`src/rtl/branch_resolve_queue_pkg.sv`:
```
// Shared constants for the branch resolve queue and its users.
// Holds bus width, queue geometry and the branch opcode encodings.
package branch_resolve_queue_pkg;

  localparam int unsigned DATA_BUS  = 32;
  localparam int unsigned BRQ_DEPTH = 8;
  localparam int unsigned BRQ_TAG_W = $clog2(BRQ_DEPTH);

  localparam logic [6:0] SB_ALL = 7'b1100011;
  localparam logic [6:0] UJ_JAL = 7'b1101111;

endpackage

```
`src/rtl/branch_resolve_queue_array.sv`:
```
// Entry storage for the branch resolve queue: alloc and resolve write ports,
// a retire invalidate, a global clear, and one read port for the head entry.
module brq_entry_array
  import branch_resolve_queue_pkg::*;
#(
  parameter int unsigned DEPTH = BRQ_DEPTH,
  parameter int unsigned TAG_W = BRQ_TAG_W,
  parameter int unsigned XLEN  = DATA_BUS
) (
  input  logic             clk,
  input  logic             rst,
  input  logic             clear,
  input  logic             alloc_en,
  input  logic [TAG_W-1:0] alloc_idx,
  input  logic [XLEN-1:0]  alloc_pc,
  input  logic             alloc_pred_taken,
  input  logic [XLEN-1:0]  alloc_pred_target,
  input  logic             res_en,
  input  logic [TAG_W-1:0] res_idx,
  input  logic             res_taken,
  input  logic [XLEN-1:0]  res_target,
  input  logic             retire_en,
  input  logic [TAG_W-1:0] rd_idx,
  output logic [DEPTH-1:0] valid,
  output logic [DEPTH-1:0] done,
  output logic [XLEN-1:0]  rd_pc,
  output logic             rd_pred_taken,
  output logic [XLEN-1:0]  rd_pred_target,
  output logic             rd_taken,
  output logic [XLEN-1:0]  rd_target
);

  logic [XLEN-1:0] pc_q          [DEPTH];
  logic            pred_taken_q  [DEPTH];
  logic [XLEN-1:0] pred_target_q [DEPTH];
  logic            taken_q       [DEPTH];
  logic [XLEN-1:0] target_q      [DEPTH];

  always_ff @(posedge clk) begin
    if (rst || clear) begin
      valid <= '0;
      done  <= '0;
    end else begin
      if (alloc_en) begin
        valid[alloc_idx] <= 1'b1;
        done[alloc_idx]  <= 1'b0;
      end
      if (res_en) done[res_idx] <= 1'b1;
      // Retire last: a same-edge resolve of the retiring entry must not revive it.
      if (retire_en) begin
        valid[rd_idx] <= 1'b0;
        done[rd_idx]  <= 1'b0;
      end
    end
  end

  always_ff @(posedge clk) begin
    if (alloc_en) begin
      pc_q[alloc_idx]          <= alloc_pc;
      pred_taken_q[alloc_idx]  <= alloc_pred_taken;
      pred_target_q[alloc_idx] <= alloc_pred_target;
    end
    if (res_en) begin
      taken_q[res_idx]  <= res_taken;
      target_q[res_idx] <= res_target;
    end
  end

  assign rd_pc          = pc_q[rd_idx];
  assign rd_pred_taken  = pred_taken_q[rd_idx];
  assign rd_pred_target = pred_target_q[rd_idx];
  assign rd_taken       = taken_q[rd_idx];
  assign rd_target      = target_q[rd_idx];

endmodule

```
`src/rtl/branch_resolve_queue.sv`:
```
// In-order branch prediction tracker: allocates per predicted branch, resolves
// out of order by tag, retires in order with a training pulse and flush on mispredict.
module branch_resolve_queue
  import branch_resolve_queue_pkg::*;
#(
  parameter int unsigned DEPTH = BRQ_DEPTH,
  parameter int unsigned TAG_W = BRQ_TAG_W,
  parameter int unsigned XLEN  = DATA_BUS
) (
  input  logic             clk,
  input  logic             rst,
  input  logic             rdy,
  input  logic             alloc_valid,
  input  logic [XLEN-1:0]  alloc_pc,
  input  logic             alloc_pred_taken,
  input  logic [XLEN-1:0]  alloc_pred_target,
  output logic             alloc_ready,
  output logic [TAG_W-1:0] alloc_tag,
  input  logic             res_valid,
  input  logic [TAG_W-1:0] res_tag,
  input  logic             res_taken,
  input  logic [XLEN-1:0]  res_target,
  output logic             train_valid,
  output logic             train_taken,
  output logic [XLEN-1:0]  train_pc,
  output logic             flush,
  output logic [XLEN-1:0]  redirect_pc,
  output logic [TAG_W:0]   count
);

  logic [TAG_W:0]   head, tail;
  logic [TAG_W-1:0] head_idx, tail_idx;
  logic             full;
  logic [DEPTH-1:0] valid, done;
  logic [XLEN-1:0]  h_pc, h_pred_target, h_target;
  logic             h_pred_taken, h_taken;
  logic             retire, mispredict, flush_now, alloc_en, res_en;

  assign head_idx    = head[TAG_W-1:0];
  assign tail_idx    = tail[TAG_W-1:0];
  assign full        = (head_idx == tail_idx) && (head[TAG_W] != tail[TAG_W]);
  assign alloc_ready = !full;
  assign alloc_tag   = tail_idx;
  assign count       = tail - head;

  assign retire     = rdy && valid[head_idx] && done[head_idx];
  assign mispredict = (h_taken != h_pred_taken) || (h_taken && (h_target != h_pred_target));
  assign flush_now  = retire && mispredict;
  // Work arriving on the edge of a flush belongs to the wrong path.
  assign alloc_en   = alloc_valid && !full && rdy && !flush_now;
  assign res_en     = res_valid && rdy && valid[res_tag] && !flush_now;

  brq_entry_array #(
    .DEPTH(DEPTH),
    .TAG_W(TAG_W),
    .XLEN (XLEN)
  ) u_array (
    .clk              (clk),
    .rst              (rst),
    .clear            (flush_now),
    .alloc_en         (alloc_en),
    .alloc_idx        (tail_idx),
    .alloc_pc         (alloc_pc),
    .alloc_pred_taken (alloc_pred_taken),
    .alloc_pred_target(alloc_pred_target),
    .res_en           (res_en),
    .res_idx          (res_tag),
    .res_taken        (res_taken),
    .res_target       (res_target),
    .retire_en        (retire),
    .rd_idx           (head_idx),
    .valid            (valid),
    .done             (done),
    .rd_pc            (h_pc),
    .rd_pred_taken    (h_pred_taken),
    .rd_pred_target   (h_pred_target),
    .rd_taken         (h_taken),
    .rd_target        (h_target)
  );

  always_ff @(posedge clk) begin
    if (rst) begin
      head        <= '0;
      tail        <= '0;
      train_valid <= 1'b0;
      train_taken <= 1'b0;
      train_pc    <= '0;
      flush       <= 1'b0;
      redirect_pc <= '0;
    end else begin
      train_valid <= 1'b0;
      flush       <= 1'b0;
      if (retire) begin
        train_valid <= 1'b1;
        train_taken <= h_taken;
        train_pc    <= h_pc;
        if (mispredict) begin
          flush       <= 1'b1;
          redirect_pc <= h_taken ? h_target : h_pc + XLEN'(4);
          head        <= '0;
          tail        <= '0;
        end else begin
          head <= head + 1'b1;
        end
      end
      if (alloc_en) tail <= tail + 1'b1;
    end
  end

endmodule

```
`config.mk`:
```
export PLATFORM = sky130hd
export DESIGN_NAME = branch_resolve_queue
export DESIGN_NICKNAME = d
export VERILOG_FILES = /design/src/rtl/branch_resolve_queue_pkg.sv /design/src/rtl/branch_resolve_queue_array.sv /design/src/rtl/branch_resolve_queue.sv
export SDC_FILE = /design/constraint.sdc
export NUM_CORES = 1
export LEC_CHECK = 0
export CAP_MARGIN = 15
export CORE_AREA = 2 2 282 284
export DETAILED_ROUTE_END_ITERATION = 7
export DIE_AREA = 0 0 284 286
export PLACE_DENSITY = 0.72
export RECOVER_POWER = 100
export SLEW_MARGIN = 20
export SYNTH_ARGS = -nofsm -noshare
export SYNTH_HDL_FRONTEND = slang
export SYNTH_HIERARCHICAL = 1
export SYNTH_SLANG_ARGS = --single-unit
```
`constraint.sdc`:
```
create_clock -name clk -period 31.1 [get_ports clk]
set_input_delay 3.11 -clock clk [delete_from_list [all_inputs] [get_ports clk]]
set_output_delay 3.11 -clock clk [all_outputs]
set_load 0.02 [all_outputs]
```
==> flow_summary.ini <==
[run_status]
status = finished, violations left
violations_in_the_final_reports = capacitance limit, slew limit

[route]
detail-route-antenna-nets = 0
drt-vias-per-instance = 5.942
first_pass_iters = 5
initialDrtViolationCount = 2342
drt-wirelength-per-cell_um = 27.56
drt-total-wl_um = 93660
num_vias = 20190
drc_viols = 0

[timing]
worst-slew-pin-transition_ns = 4.753
hold_ws_ns = 0.4862
maxSlewHeadroom = -2.168
achievable-frequency_mhz = 61.15
rsz_0062_raised_after_global_routing = no
fin_skew_ns = 0.02715
post-route-period-util = 0.5258
report.final.hold_viol_count = 0
report.final.slew_viol_count = 981
setup_viol = 0
tns_ns = 0
layout_min_cycle_time_ns = 16.35

[synthesis]
muxShareOfSynthArea = 0.1042
post-synth-top-count-cell = sky130_fd_sc_hd__edfxtp_1
mappedNetlistNets = 2205
most_instantiated_cells_after_synthesis = sky130_fd_sc_hd__edfxtp_1 (784), sky130_fd_sc_hd__mux2i_1 (287), sky130_fd_sc_hd__dfxtp_1 (91)
syn_avg_cell_area_um2 = 16.74
synth-xor-area-share = 0.01676
top_area_cells_in_the_synthesized_netlist = sky130_fd_sc_hd__edfxtp_1 (67%), sky130_fd_sc_hd__mux2i_1 (8.2%), sky130_fd_sc_hd__dfxtp_1 (5.2%)
commonest_register_cell_after_synthesis = sky130_fd_sc_hd__edfxtp_1
synthesis.area_um2 = 35010
netlist.top_cell.by_area = sky130_fd_sc_hd__edfxtp_1
ys.warnings.count = 6
synth_compound_area_frac = 0.08324
post_syn_instances = 2092
synth_enable_flop_cells = 784
yosysUniqueCellTypes = 73
synth_seq_area_share = 0.7245
dominant_combinational_cell_family_by_area_after_synthesis = multiplexers
synth-simple-area-share = 0.04042
asyncSetResetFlopFracSynth = 0
synth_seq_cells = 875
synth_top_area_share = 0.6725
post_synth_fa_ha_maj_area_fraction = 0.002716

[worst_setup_path]
worst_setup_path_start_kind = register
timing.critical_path.to_type = register
regToRegEndpoint = u_array/valid[2]$_SDFF_PP0_
r2r_setup_slack_ns = 14.75
timing.critical_path.from = head[0]$_SDFFE_PP0N_
critical_path.max_fanout = 47
critPathKind = register to register
arrival_ns = 16.88
worst_setup_path_endpoint = u_array/valid[2]$_SDFF_PP0_
rr_worst_depth = 11
worst_ep_required_time_ns = 31.63
rr_startpoint = head[0]$_SDFFE_PP0N_

[clocking]
numClockSinks = 875
post_cts_resized = 0
h-tree-depth = 3
cts_inserted_buffers = 89
cts_tree = done
clock-root-buffer = sky130_fd_sc_hd__clkbuf_16
cts_post_setup_buffers_inserted = 0
clock_latency_ns = 0.65
cts_hold_buf = 0
clk_path_buf_depth = 3
clk_transition_reported_paths_ns = 0.06

[global_route]
maximum_number_of_pins_on_one_net_before_global_route_repair = 99
vias_in_the_first_global_route = 19800
grtUsageTotal = 0.2257
first_pass_grt_wire_length_um = 135400
antenna_violations_before_repair = 16
grt-ovfl-total = 0

[layout]
seq_area_um2 = 25370
finish.net_count = 2384
post_route_cells_drive_above_1_share = 0.09765
fillerInstances = 6308
multi_input_comb_area_um2 = 8672
flow.area_growth_from_synthesis_pct = 16.00

[die]
die_width_um = 284
die_height_um = 286
floorplan.rows = 103
starting_density_of_the_core = 0.4468
io_count = 181
die-area_um2 = 81220
core_region_area_um2 = 78360

[pwr]
p_per_area_nw_per_um2 = 60.46
power.leakage_nw = 12.76
power.ir.vdd_worst_v = 0.00004256

[job]
max_cap_violations = 24

[placed_design]
place.port_buffers = 180
globalplace.congestion = 0.8898
detail_placement_hpwl_um = 57690

[min_path]
timing.hold.worst.class = register to register
==> critical path, stage by stage (launching register included) <==
cell                       delay [ns]
sky130_fd_sc_hd__dfxtp_1         2.21
sky130_fd_sc_hd__clkbuf_1        2.41
sky130_fd_sc_hd__mux4_2          0.53
sky130_fd_sc_hd__o22ai_4         0.19
sky130_fd_sc_hd__clkbuf_1        2.48
sky130_fd_sc_hd__o21ai_0         1.17
sky130_fd_sc_hd__nor2_1          3.23
sky130_fd_sc_hd__nor2b_1         0.51
sky130_fd_sc_hd__and4bb_4        0.47
sky130_fd_sc_hd__clkbuf_1        0.62
sky130_fd_sc_hd__clkbuf_1        1.49
sky130_fd_sc_hd__o221a_2         0.86
==> flip-flops by register name, indices dropped and copies added (netlist names) <==
register               cells
u_array/pc_q             256
u_array/pred_target_q    256
u_array/target_q         256
redirect_pc               32
train_pc                  32
u_array/done               8
u_array/pred_taken_q       8
u_array/taken_q            8
u_array/valid              8
head                       4
tail                       4
flush                      1
train_taken                1
train_valid                1
==> layer usage <==
metal | track usage | wire [um]
met1 | 0.3130 | 37470
met4 | 0.08263 | 3354
met5 | 0 | 40
met3 | 0.04777 | 9431
met2 | 0.3534 | 43360
==> cell families after synthesis <==
| logic type | count (synthesis) |
|---|---|
| DFF | 875 |
| AOI/OAI and AO/OA | 376 |
| muxes | 322 |
| and+or+nand+nor | 272 |
| buffers and inverters | 173 |
| xor gates and xnor gates | 67 |
| adders and majority gates | 7 |
==> how the worst min path moves through the flow <==
stage,from,cells after the start,endpoint
after floorplan,u_array/done[3]$_SDFF_PP0_,2,u_array/done[3]$_SDFF_PP0_
after global placement,redirect_pc[9]$_SDFFE_PP0P_,2,redirect_pc[9]$_SDFFE_PP0P_
after detailed placement,redirect_pc[12]$_SDFFE_PP0P_,2,redirect_pc[12]$_SDFFE_PP0P_
after CTS,redirect_pc[12]$_SDFFE_PP0P_,2,redirect_pc[12]$_SDFFE_PP0P_
after global routing,redirect_pc[20]$_SDFFE_PP0P_,2,redirect_pc[20]$_SDFFE_PP0P_
final,redirect_pc[9]$_SDFFE_PP0P_,2,redirect_pc[9]$_SDFFE_PP0P_
==> placed cells by master (no fill, tap or decap), drive strengths merged, types with 6 or more instances in the layout <==
cell type        n
xnor2           27
and3             6
mux2i          287
nand3           28
o211ai          14
nand2           77
edfxtp         784
ha               6
xor2            40
buf             21
clkinv          32
mux4            34
inv             44
clkdlybuf4s50    6
nor3            15
nor2b            6
o22ai           72
clkbuf         135
dlygate4sd3    173
a211oi          11
nor4             7
o32a            11
o2bb2ai         71
a211o           11
a21oi           33
a22oi           11
nand2b          28
nor2            63
a21boi           7
bufinv          11
a221o           71
o21ai           42
and4             6
nand4           16
dfxtp           91
==> layout make-up <==
type                    instances  share of cell area
diodes                          3           0.0001849
clock buffers                 115             0.06180
clock inverters                50             0.01334
inverters                      41            0.003790
multi-input cells            1044              0.2135
flip-flops and latches        875              0.6247
well taps                    1050             0.03235
repair buffers                220             0.05025
==> power by group <==
group          total (mW)  switching, mW  internal (mW)
sequential           1.29        0.00245           1.29
clock                1.10          0.442          0.661
combinational      0.0611         0.0400         0.0211
total                2.46          0.485           1.97
==> stage by stage <==
| stage | std cells | area, um^2 | power (mW) | util | setup slack [ns] |
|---|---|---|---|---|---|
| final | 3398 | 40610 | 2.455 | 0.5183 | 14.75 |
| after global routing | 3398 | 40610 | 2.514 | 0.5183 | 13.69 |
| after CTS | 3394 | 40780 | 2.468 | 0.5204 | 23.15 |
| after detailed placement | 3229 | 37720 | 1.379 | 0.4815 | 23.19 |
| after global placement | 3228 | 37700 | 1.376 | 0.4812 | 23.43 |
| after floorplan | 2092 | 35010 | 1.339 | - | 19.70 |
Note: power is estimated with default switching activity, not from simulation.
